--- src/rtl/load_store_unit_if.sv ---
// Request/response channel between the execute stage and the load/store unit.
//   req_valid  : request present (master -> slave)
//   req_ready  : unit can accept (slave -> master)
//   req_op     : 000 LW, 001 SW, 010 LB, 011 LBU, 100 SB, 101 LH, 110 LHU, 111 SH
//   req_base   : base register value
//   req_offset : sign-extended immediate
//   req_wdata  : store data (low byte/half used for SB/SH)
//   resp_valid : one-cycle response pulse
//   resp_data  : extended load data, 0 for stores and errors
//   resp_err   : misaligned or out-of-range access, valid with resp_valid
interface load_store_unit_if;
  logic        req_valid;
  logic        req_ready;
  logic [2:0]  req_op;
  logic [31:0] req_base;
  logic [31:0] req_offset;
  logic [31:0] req_wdata;
  logic        resp_valid;
  logic [31:0] resp_data;
  logic        resp_err;

  modport master (
    output req_valid, req_op, req_base, req_offset, req_wdata,
    input  req_ready, resp_valid, resp_data, resp_err
  );

  modport slave (
    input  req_valid, req_op, req_base, req_offset, req_wdata,
    output req_ready, resp_valid, resp_data, resp_err
  );
endinterface

--- src/rtl/load_store_unit.sv ---
// Memory-stage load/store unit. Accepts one request at a time, computes the
// effective address, performs word/half/byte loads with sign or zero
// extension, and sub-word stores by read-modify-write through the data cache
// wrapper, which samples on the falling edge of clk.
//   clk, rst         : clock, synchronous active-high reset
//   lsu              : request/response channel (slave side)
//   mem_enable       : cache wrapper enable
//   mem_write_enable : cache wrapper write enable (only with mem_enable)
//   mem_address      : word index, zero-extended
//   mem_wdata        : cache wrapper input data
//   mem_rdata        : cache wrapper output data
module load_store_unit #(
  parameter int unsigned ADDR_WIDTH = 12
) (
  input  logic             clk,
  input  logic             rst,
  load_store_unit_if.slave lsu,
  output logic             mem_enable,
  output logic             mem_write_enable,
  output logic [31:0]      mem_address,
  output logic [31:0]      mem_wdata,
  input  logic [31:0]      mem_rdata
);

  typedef enum logic [2:0] {IDLE, READ, WRITE, MERGE, RESP} state_e;

  typedef enum logic [2:0] {
    OP_LW  = 3'b000,
    OP_SW  = 3'b001,
    OP_LB  = 3'b010,
    OP_LBU = 3'b011,
    OP_SB  = 3'b100,
    OP_LH  = 3'b101,
    OP_LHU = 3'b110,
    OP_SH  = 3'b111
  } op_e;

  state_e      state_q, state_d;
  op_e         op_q, op_d;
  logic [1:0]  lane_q, lane_d;
  logic [31:0] wdata_q, wdata_d;
  logic [31:0] result_q, result_d;
  logic        err_q, err_d;

  logic        req_ready_q, req_ready_d;
  logic        resp_valid_q, resp_valid_d;
  logic [31:0] resp_data_q, resp_data_d;
  logic        resp_err_q, resp_err_d;
  logic        mem_enable_q, mem_enable_d;
  logic        mem_we_q, mem_we_d;
  logic [31:0] mem_address_q, mem_address_d;
  logic [31:0] mem_wdata_q, mem_wdata_d;

  // Request decode
  op_e         req_op;
  logic [31:0] ea;
  logic [31:0] index;
  logic        misaligned;
  logic        out_of_range;

  assign req_op = op_e'(lsu.req_op);
  assign ea     = lsu.req_base + lsu.req_offset;
  assign index  = {2'b00, ea[31:2]};
  assign out_of_range = (index >> ADDR_WIDTH) != '0;

  always_comb begin
    misaligned = 1'b0;
    case (req_op)
      OP_LW, OP_SW:         misaligned = (ea[1:0] != 2'b00);
      OP_LH, OP_LHU, OP_SH: misaligned = ea[0];
      default:              misaligned = 1'b0;
    endcase
  end

  // Lane extraction for loads and lane insertion for sub-word stores
  logic [7:0]  rd_byte;
  logic [15:0] rd_half;
  logic [31:0] load_ext;
  logic [31:0] merged;
  logic        sub_word_store;

  assign sub_word_store = (op_q == OP_SB) || (op_q == OP_SH);

  always_comb begin
    rd_byte = mem_rdata[7:0];
    case (lane_q)
      2'd0: rd_byte = mem_rdata[7:0];
      2'd1: rd_byte = mem_rdata[15:8];
      2'd2: rd_byte = mem_rdata[23:16];
      2'd3: rd_byte = mem_rdata[31:24];
      default: rd_byte = mem_rdata[7:0];
    endcase
    rd_half = lane_q[1] ? mem_rdata[31:16] : mem_rdata[15:0];

    load_ext = mem_rdata;
    case (op_q)
      OP_LB:   load_ext = {{24{rd_byte[7]}}, rd_byte};
      OP_LBU:  load_ext = {24'h000000, rd_byte};
      OP_LH:   load_ext = {{16{rd_half[15]}}, rd_half};
      OP_LHU:  load_ext = {16'h0000, rd_half};
      default: load_ext = mem_rdata;
    endcase

    merged = mem_rdata;
    if (op_q == OP_SB) begin
      case (lane_q)
        2'd0: merged[7:0]   = wdata_q[7:0];
        2'd1: merged[15:8]  = wdata_q[7:0];
        2'd2: merged[23:16] = wdata_q[7:0];
        2'd3: merged[31:24] = wdata_q[7:0];
        default: merged = mem_rdata;
      endcase
    end else if (op_q == OP_SH) begin
      if (lane_q[1]) merged[31:16] = wdata_q[15:0];
      else           merged[15:0]  = wdata_q[15:0];
    end
  end

  // Next-state and next-output logic. Response outputs are loaded on the edge
  // leaving RESP, so resp_valid is high during the first IDLE cycle.
  always_comb begin
    state_d       = state_q;
    op_d          = op_q;
    lane_d        = lane_q;
    wdata_d       = wdata_q;
    result_d      = result_q;
    err_d         = err_q;
    req_ready_d   = req_ready_q;
    resp_valid_d  = 1'b0;
    resp_data_d   = resp_data_q;
    resp_err_d    = resp_err_q;
    mem_enable_d  = mem_enable_q;
    mem_we_d      = mem_we_q;
    mem_address_d = mem_address_q;
    mem_wdata_d   = mem_wdata_q;

    case (state_q)
      IDLE: begin
        if (lsu.req_valid) begin
          op_d        = req_op;
          lane_d      = ea[1:0];
          wdata_d     = lsu.req_wdata;
          result_d    = '0;
          err_d       = misaligned | out_of_range;
          req_ready_d = 1'b0;
          if (misaligned || out_of_range) begin
            state_d = RESP;
          end else if (req_op == OP_SW) begin
            mem_enable_d  = 1'b1;
            mem_we_d      = 1'b1;
            mem_address_d = index;
            mem_wdata_d   = lsu.req_wdata;
            state_d       = WRITE;
          end else begin
            mem_enable_d  = 1'b1;
            mem_we_d      = 1'b0;
            mem_address_d = index;
            state_d       = READ;
          end
        end
      end
      READ: begin
        if (sub_word_store) begin
          mem_wdata_d = merged;
          mem_we_d    = 1'b1;
          state_d     = MERGE;
        end else begin
          result_d     = load_ext;
          mem_enable_d = 1'b0;
          state_d      = RESP;
        end
      end
      WRITE, MERGE: begin
        mem_enable_d = 1'b0;
        mem_we_d     = 1'b0;
        state_d      = RESP;
      end
      RESP: begin
        resp_valid_d = 1'b1;
        resp_data_d  = result_q;
        resp_err_d   = err_q;
        req_ready_d  = 1'b1;
        state_d      = IDLE;
      end
      default: begin
        mem_enable_d = 1'b0;
        mem_we_d     = 1'b0;
        req_ready_d  = 1'b1;
        state_d      = IDLE;
      end
    endcase
  end

  always_ff @(posedge clk) begin
    if (rst) begin
      state_q       <= IDLE;
      op_q          <= OP_LW;
      lane_q        <= '0;
      wdata_q       <= '0;
      result_q      <= '0;
      err_q         <= 1'b0;
      req_ready_q   <= 1'b1;
      resp_valid_q  <= 1'b0;
      resp_data_q   <= '0;
      resp_err_q    <= 1'b0;
      mem_enable_q  <= 1'b0;
      mem_we_q      <= 1'b0;
      mem_address_q <= '0;
      mem_wdata_q   <= '0;
    end else begin
      state_q       <= state_d;
      op_q          <= op_d;
      lane_q        <= lane_d;
      wdata_q       <= wdata_d;
      result_q      <= result_d;
      err_q         <= err_d;
      req_ready_q   <= req_ready_d;
      resp_valid_q  <= resp_valid_d;
      resp_data_q   <= resp_data_d;
      resp_err_q    <= resp_err_d;
      mem_enable_q  <= mem_enable_d;
      mem_we_q      <= mem_we_d;
      mem_address_q <= mem_address_d;
      mem_wdata_q   <= mem_wdata_d;
    end
  end

  assign lsu.req_ready    = req_ready_q;
  assign lsu.resp_valid   = resp_valid_q;
  assign lsu.resp_data    = resp_data_q;
  assign lsu.resp_err     = resp_err_q;
  assign mem_enable       = mem_enable_q;
  assign mem_write_enable = mem_we_q;
  assign mem_address      = mem_address_q;
  assign mem_wdata        = mem_wdata_q;

endmodule
--- src/flat_wrapper.sv ---
// flat-port wrapper written by rule: the top's interface ports become plain ports
module load_store_unit_flat 
#(
  parameter int unsigned ADDR_WIDTH = 12
)
  (clk, rst, mem_enable, mem_write_enable, mem_address, mem_wdata, mem_rdata, lsu_req_valid, lsu_req_op, lsu_req_base, lsu_req_offset, lsu_req_wdata, lsu_req_ready, lsu_resp_valid, lsu_resp_data, lsu_resp_err);
  load_store_unit_if lsu_i ();
  input  logic clk;
  input  logic rst;
  output logic mem_enable;
  output logic mem_write_enable;
  output logic [31:0] mem_address;
  output logic [31:0] mem_wdata;
  input  logic [31:0] mem_rdata;
  input wire logic [$bits(lsu_i.req_valid)-1:0] lsu_req_valid;
  input wire logic [$bits(lsu_i.req_op)-1:0] lsu_req_op;
  input wire logic [$bits(lsu_i.req_base)-1:0] lsu_req_base;
  input wire logic [$bits(lsu_i.req_offset)-1:0] lsu_req_offset;
  input wire logic [$bits(lsu_i.req_wdata)-1:0] lsu_req_wdata;
  output wire logic [$bits(lsu_i.req_ready)-1:0] lsu_req_ready;
  output wire logic [$bits(lsu_i.resp_valid)-1:0] lsu_resp_valid;
  output wire logic [$bits(lsu_i.resp_data)-1:0] lsu_resp_data;
  output wire logic [$bits(lsu_i.resp_err)-1:0] lsu_resp_err;
  assign lsu_i.req_valid = lsu_req_valid;
  assign lsu_i.req_op = lsu_req_op;
  assign lsu_i.req_base = lsu_req_base;
  assign lsu_i.req_offset = lsu_req_offset;
  assign lsu_i.req_wdata = lsu_req_wdata;
  assign lsu_req_ready = lsu_i.req_ready;
  assign lsu_resp_valid = lsu_i.resp_valid;
  assign lsu_resp_data = lsu_i.resp_data;
  assign lsu_resp_err = lsu_i.resp_err;
  load_store_unit #(.ADDR_WIDTH(ADDR_WIDTH)) u_core (.clk(clk), .rst(rst), .lsu(lsu_i), .mem_enable(mem_enable), .mem_write_enable(mem_write_enable), .mem_address(mem_address), .mem_wdata(mem_wdata), .mem_rdata(mem_rdata));
endmodule
--- config.mk ---
export PLATFORM = sky130hd
export DESIGN_NAME = load_store_unit_flat
export DESIGN_NICKNAME = d
export VERILOG_FILES = /design/src/rtl/load_store_unit_if.sv /design/src/rtl/load_store_unit.sv /design/src/flat_wrapper.sv
export SDC_FILE = /design/constraint.sdc
export NUM_CORES = 1
export LEC_CHECK = 0
export BUFFER_PORTS_ARGS = -buffer_cell sky130_fd_sc_hd__buf_2
export CAP_MARGIN = 5
export CORE_ASPECT_RATIO = 1.1
export CORE_UTILIZATION = 48
export CTS_CLUSTER_DIAMETER = 80
export DETAILED_ROUTE_END_ITERATION = 8
export GPL_TIMING_DRIVEN = 1
export PLACE_DENSITY = 0.77
export SLEW_MARGIN = 0
export SYNTH_ARGS = -nofsm -noshare
export SYNTH_HDL_FRONTEND = slang
export SYNTH_SLANG_ARGS = --single-unit
--- constraint.sdc ---
create_clock -name clk -period 3.38 [get_ports clk]
set_clock_uncertainty 0.05 [all_clocks]
set_input_delay 0.169 -clock clk [delete_from_list [all_inputs] [get_ports clk]]
set_output_delay 0.169 -clock clk [all_outputs]
set_load 0.02 [all_outputs]
## Yosys cells after proc, flatten, opt, wreduce, memory -nomap -nowiden

Index checks and enable logic that the tools add are counted.

- Logic and storage cells: 97
- Input bits: 134
- Bits in registers: 156

- Reduce and logical (&&, ||, !) cells: 19
- $add $sub $neg: 1
- Mux-type cells: 37
- Eq/ne operators: 22
- Bitwise operators: 4

Operators by type and width:

| cell | number |
|---|---|
| $mux 32 | 8 |
| $pmux 32 s2 | 2 |
| $pmux 32 s4 | 1 |
| $mux 16 | 3 |
| $add 32x32->32 | 1 |
| $mux 8 | 4 |
| $pmux 8 s4 | 1 |
| $reduce_bool 32->1 | 1 |
| $eq 3x3->1 const B | 8 |
| $eq 3x2->1 const B | 4 |
| $mux 1 | 9 |
| $mux 3 | 3 |
| $pmux 3 s3 | 1 |
| $reduce_and 4->1 | 2 |
| $eq 3x1->1 const B | 2 |
| $logic_not 3->1 | 2 |
| $ne 2x2->1 const B | 3 |
| $pmux 1 s3 | 2 |
| $reduce_and 3->1 | 2 |
| $reduce_or 3->1 | 2 |
| $reduce_and 5->1 | 1 |
| $eq 2x2->1 const B | 2 |
| $ne 2x1->1 const B | 2 |
| $pmux 1 s2 | 2 |
| 9 further kinds | 15 |

## Logic depth before layout (Yosys ltp)

- Depth after elaboration: 7
- Mapped depth: 14
- Mapped depth without buffers: 12

## Worst setup path after synthesis

No wires, ideal clock.

- Kind: in2reg
- Start point: input port lsu_req_offset[0]
- End point: register u_core.mem_we_q (netlist: u_core.mem_write_enable)
- Slack: -0.259 ns
- Library setup time: 0.116 ns
- Stages: 13
- Arrival time: 3.473 ns
- Data required time: 3.214 ns
- Path through: ha_1 fa_1 a211oi_1 o211ai_1 a41oi_2 nor2_1 o21a_1 a2111oi_0 nand4_1 or3_1 buf_2 or4_1 o211a_1

- Longest elaborated chain between the ends: 6
- Elaborated cells between the ends (all ways): 7
- Those cells by class: add/sub (1); eq/ne (1); mux (1); reduce/logical (4)

Ends and longest elaborated chain:

| item | RTL line | source |
|---|---|---|
| start: declaration | flat_wrapper.sv:18 | `input wire logic [$bits(lsu_i.req_offset)-1:0] lsu_req_offset;` |
| $add 32x32->32 * | load_store_unit.sv:62 | `assign ea = lsu.req_base + lsu.req_offset;` |
| $reduce_bool 2->1 | load_store_unit.sv:69 | `OP_LW, OP_SW: misaligned = (ea[1:0] != 2'b00);` |
| $pmux 1 s2 | load_store_unit.sv:68 | `case (req_op)` |
| $logic_or 1x1->1 * | load_store_unit.sv:146 | `if (misaligned \|\| out_of_range) begin` |
| $ne 2x2->1 (no line) * | n/a |  |
| $reduce_and 4->1 (no line) * | n/a |  |
| end signal: assignment | load_store_unit.sv:222 | `mem_we_q <= mem_we_d;` |
| end: declaration | load_store_unit.sv:50 | `logic mem_we_q, mem_we_d;` |

Mark *: on every way between the ends. The rest lies on a longest branch, timed or not.
A chain may end at the register's enable or synchronous reset.

## Worst setup path in the final report

Ends and elaborated chain as after synthesis.

==> results_dict.tcl <==
set metrics [dict create \
    status "finished clean" \
    dp.final_hpwl_mm 20.8 \
    drv_cap 0 \
    layout-drive-gt1-share_pct 27.8 \
    grt_pass1_wl_mm 43.6 \
    drv_slew 0 \
    nets 1634 \
    ys.flop_type "dfxtp_1" \
    rr_endpoint "u_core.result_q[17]" \
    final_antenna_net_count 0 \
    regArea_um2 3120 \
    first_global_vias 9082 \
    drt_first_iter_violations 818 \
    synth_edf_count 0 \
    grtUsageTotal_pct 29.7 \
    timing.hold.ws_ns 0.0270 \
    p_total_uw 4950 \
    cts_buffer_depth 2 \
    cp-startpoint "lsu_req_offset[0]" \
    die_area_um2 18700 \
    cts_setup_buffers 0 \
    multi_input_area_um2 5290 \
    worstHoldStart "lsu_req_wdata[26]" \
    crit_type "primary input to flip-flop" \
    routed_wirelength_mm 28.0 \
    yosysSeqAreaShare_pct 35.8 \
    synthTopCellsByArea "dfxtp_1, a21oi_1, nand2_1" \
    drc_errors 0 \
    io_buffers 232 \
    cts_tree "done" \
    hold_violations 0 \
    placed_area_um2 10900 \
    core_area_um2 17700 \
    dieWidth_um 131 \
    cts_sinks 156 \
    reg2reg_from "u_core.lane_q[0]" \
    vias 9788 \
    start_util_pct 49.2 \
    ys_types 74 \
    stdcell_area_um2 11700 \
    synthCells 1162 \
    min_to "u_core.mem_wdata[26]" \
    r2r_slack_ns 0.93 \
    power_leakage_uw 0.00506 \
    setup_tns_ns 0 \
    areaGrowthSynthToFinish_pct 34.4 \
    routedWlPerCell_um 16.3 \
    cts_root_buffer "clkbuf_16" \
    min_path_cells 3 \
    avgSynthCellArea_um2 7.51 \
    n_fill_cell 1509 \
    reg2reg_depth 9 \
    critPathRequiredTime_ns 3.65 \
    synth_commonest_cells "nand2_1, dfxtp_1, a21oi_1" \
    yosysMostFrequentCell "nand2_1" \
    async_flop_share_pct 0 \
    setup_viol 0 \
    synth_seq_cells 156 \
    synth_top_area_share_pct 35.8 \
    crit_path_max_fanout 5 \
    fmax_ghz 0.308 \
    startpoint_type "primary input" \
    finalCritPeriodShare_pct 96.1 \
    yosysWarnings 0 \
    hold_class "primary input to flip-flop" \
    firstDrtPassIters 5 \
    finish.utilization_pct 66.1 \
    viasPerCell 5.69 \
    antenna_found_initial 0 \
    row_count 51 \
    synth_top_area_cell "dfxtp_1" \
    worst_pin_slew_ns 1.10 \
    htree_num_levels 4 \
    min_period_ns 3.25 \
    synth.cell_area_um2 8730 \
    insertion_delay_ns 0.43 \
    io_pins 235 \
    die_y_um 143 \
    path_clk_slew_ns 0.07 \
    cts_buffers 17 \
    antenna_cells 0 \
    p_per_area_nw_per_um2 422 \
    crit_arrival_ns 3.52 \
    max-slew-margin-rel_pct 26.3 \
    end_kind "flip-flop" \
    grt_max_degree 104 \
    ir_drop_mv 0.267 \
    grt-ovfl-total 0 \
    rsz0062_at_grt "false" \
    place_congestion 0.963 \
]
cell families after synthesis:
family,share of synthesized area (%)
adder cells (fa/ha/maj),4.67
AO/OA/AOI/OAI,26.7
XOR/XNOR,2.11
buffers and inverters,4.91
other,0.0429
multiplexers,4.51
AND/OR/NAND/NOR,21.3
flip-flops,35.8
per-layer routing:
layer,part of all wire (%),wire length (µm),vias up,GRT usage (%)
li1,-,-,4745,-
met1,39,10900,4491,34.2
met2,49,13800,444,51.0
met3,6.3,1770,108,5.10
met4,5.4,1510,0,17.8
met5,0,0,-,0
worst max-delay path: stages:
cell and delay [ns]:
buf_2 0.12, ha_4 0.16, fa_2 0.39, a211oi_4 0.26, o211ai_1 0.17, a41oi_2 0.39, nor2_1 0.12, buf_4 0.16
mux2i_1 0.11, a211oi_1 0.33, nand3_2 0.21, or3_1 0.41, or4_1 0.40, o211a_1 0.13
report_power, final:
part,switching [µW],internal (µW),total (µW)
Sequential,28.6,1860,1890
Clock,829,1260,2090
Combinational,530,448,978
Total,1390,3570,4950
state kept, by name (all words and copies together), names as in the netlist:
| register | cells |
|---|---|
| u_core.state_q | 3 |
| u_core.mem_write_enable | 1 |
| u_core.op_q | 3 |
| u_core.lsu.req_ready | 1 |
| u_core.result_q | 32 |
| u_core.mem_wdata | 32 |
| u_core.lsu.resp_err | 1 |
| u_core.mem_enable | 1 |
| u_core.mem_address | 30 |
| u_core.lane_q | 2 |
| u_core.lsu.resp_valid | 1 |
| u_core.err_q | 1 |
| u_core.wdata_q | 16 |
| u_core.lsu.resp_data | 32 |
final cells by class:
cell class,instances,area share [%]
tap,238,2.54
multi-input combinational,899,45.1
timing repair buffer,364,19.3
inverter,30,0.960
sequential,156,26.6
clock buffer,17,3.63
clock inverter,15,1.87
stage by stage:
stage	std cells	setup slack [ns]
global placement	1668	-0.236
floorplan	1163	0.0299
CTS	1719	0.0511
detailed placement	1668	-0.333
global route	1719	0.00225
finish	1719	0.133
worst max-delay path by stage:
stage / end / slack, ns
after detailed placement: u_core.mem_wdata[27] / -0.33
after global placement: u_core.mem_write_enable / -0.24
after CTS: u_core.mem_wdata[15] / 0.05
after global routing: u_core.mem_address[7] / 0.002
final: u_core.mem_write_enable / 0.13
after floorplan: u_core.mem_write_enable / 0.03
cells in the final DEF (no fill, tap or decap), drive strengths merged, types with 15 or more instances in the layout:
cell type	Yosys	final
o21ai	95	95
dlygate4sd3	0	19
o22ai	18	18
nand2	176	176
clkbuf	58	17
nor2	119	119
a21oi	156	156
nand3	16	16
dfxtp	156	156
xnor2	15	15
a22oi	15	15
mux2i	36	36
buf	20	345
ha	31	31
a211oi	26	26
nor3	43	43
nand2b	20	20
inv	29	37
what timing repair did:
item / 4_1_cts / 5_1_grt
endpoints found under the setup margin: 0 / 48
resized for setup: 0 / 9
hold buffers: 19 / 0
hold endpoints to repair: 19 / 0
Note: power is estimated with default switching activity, not from simulation.
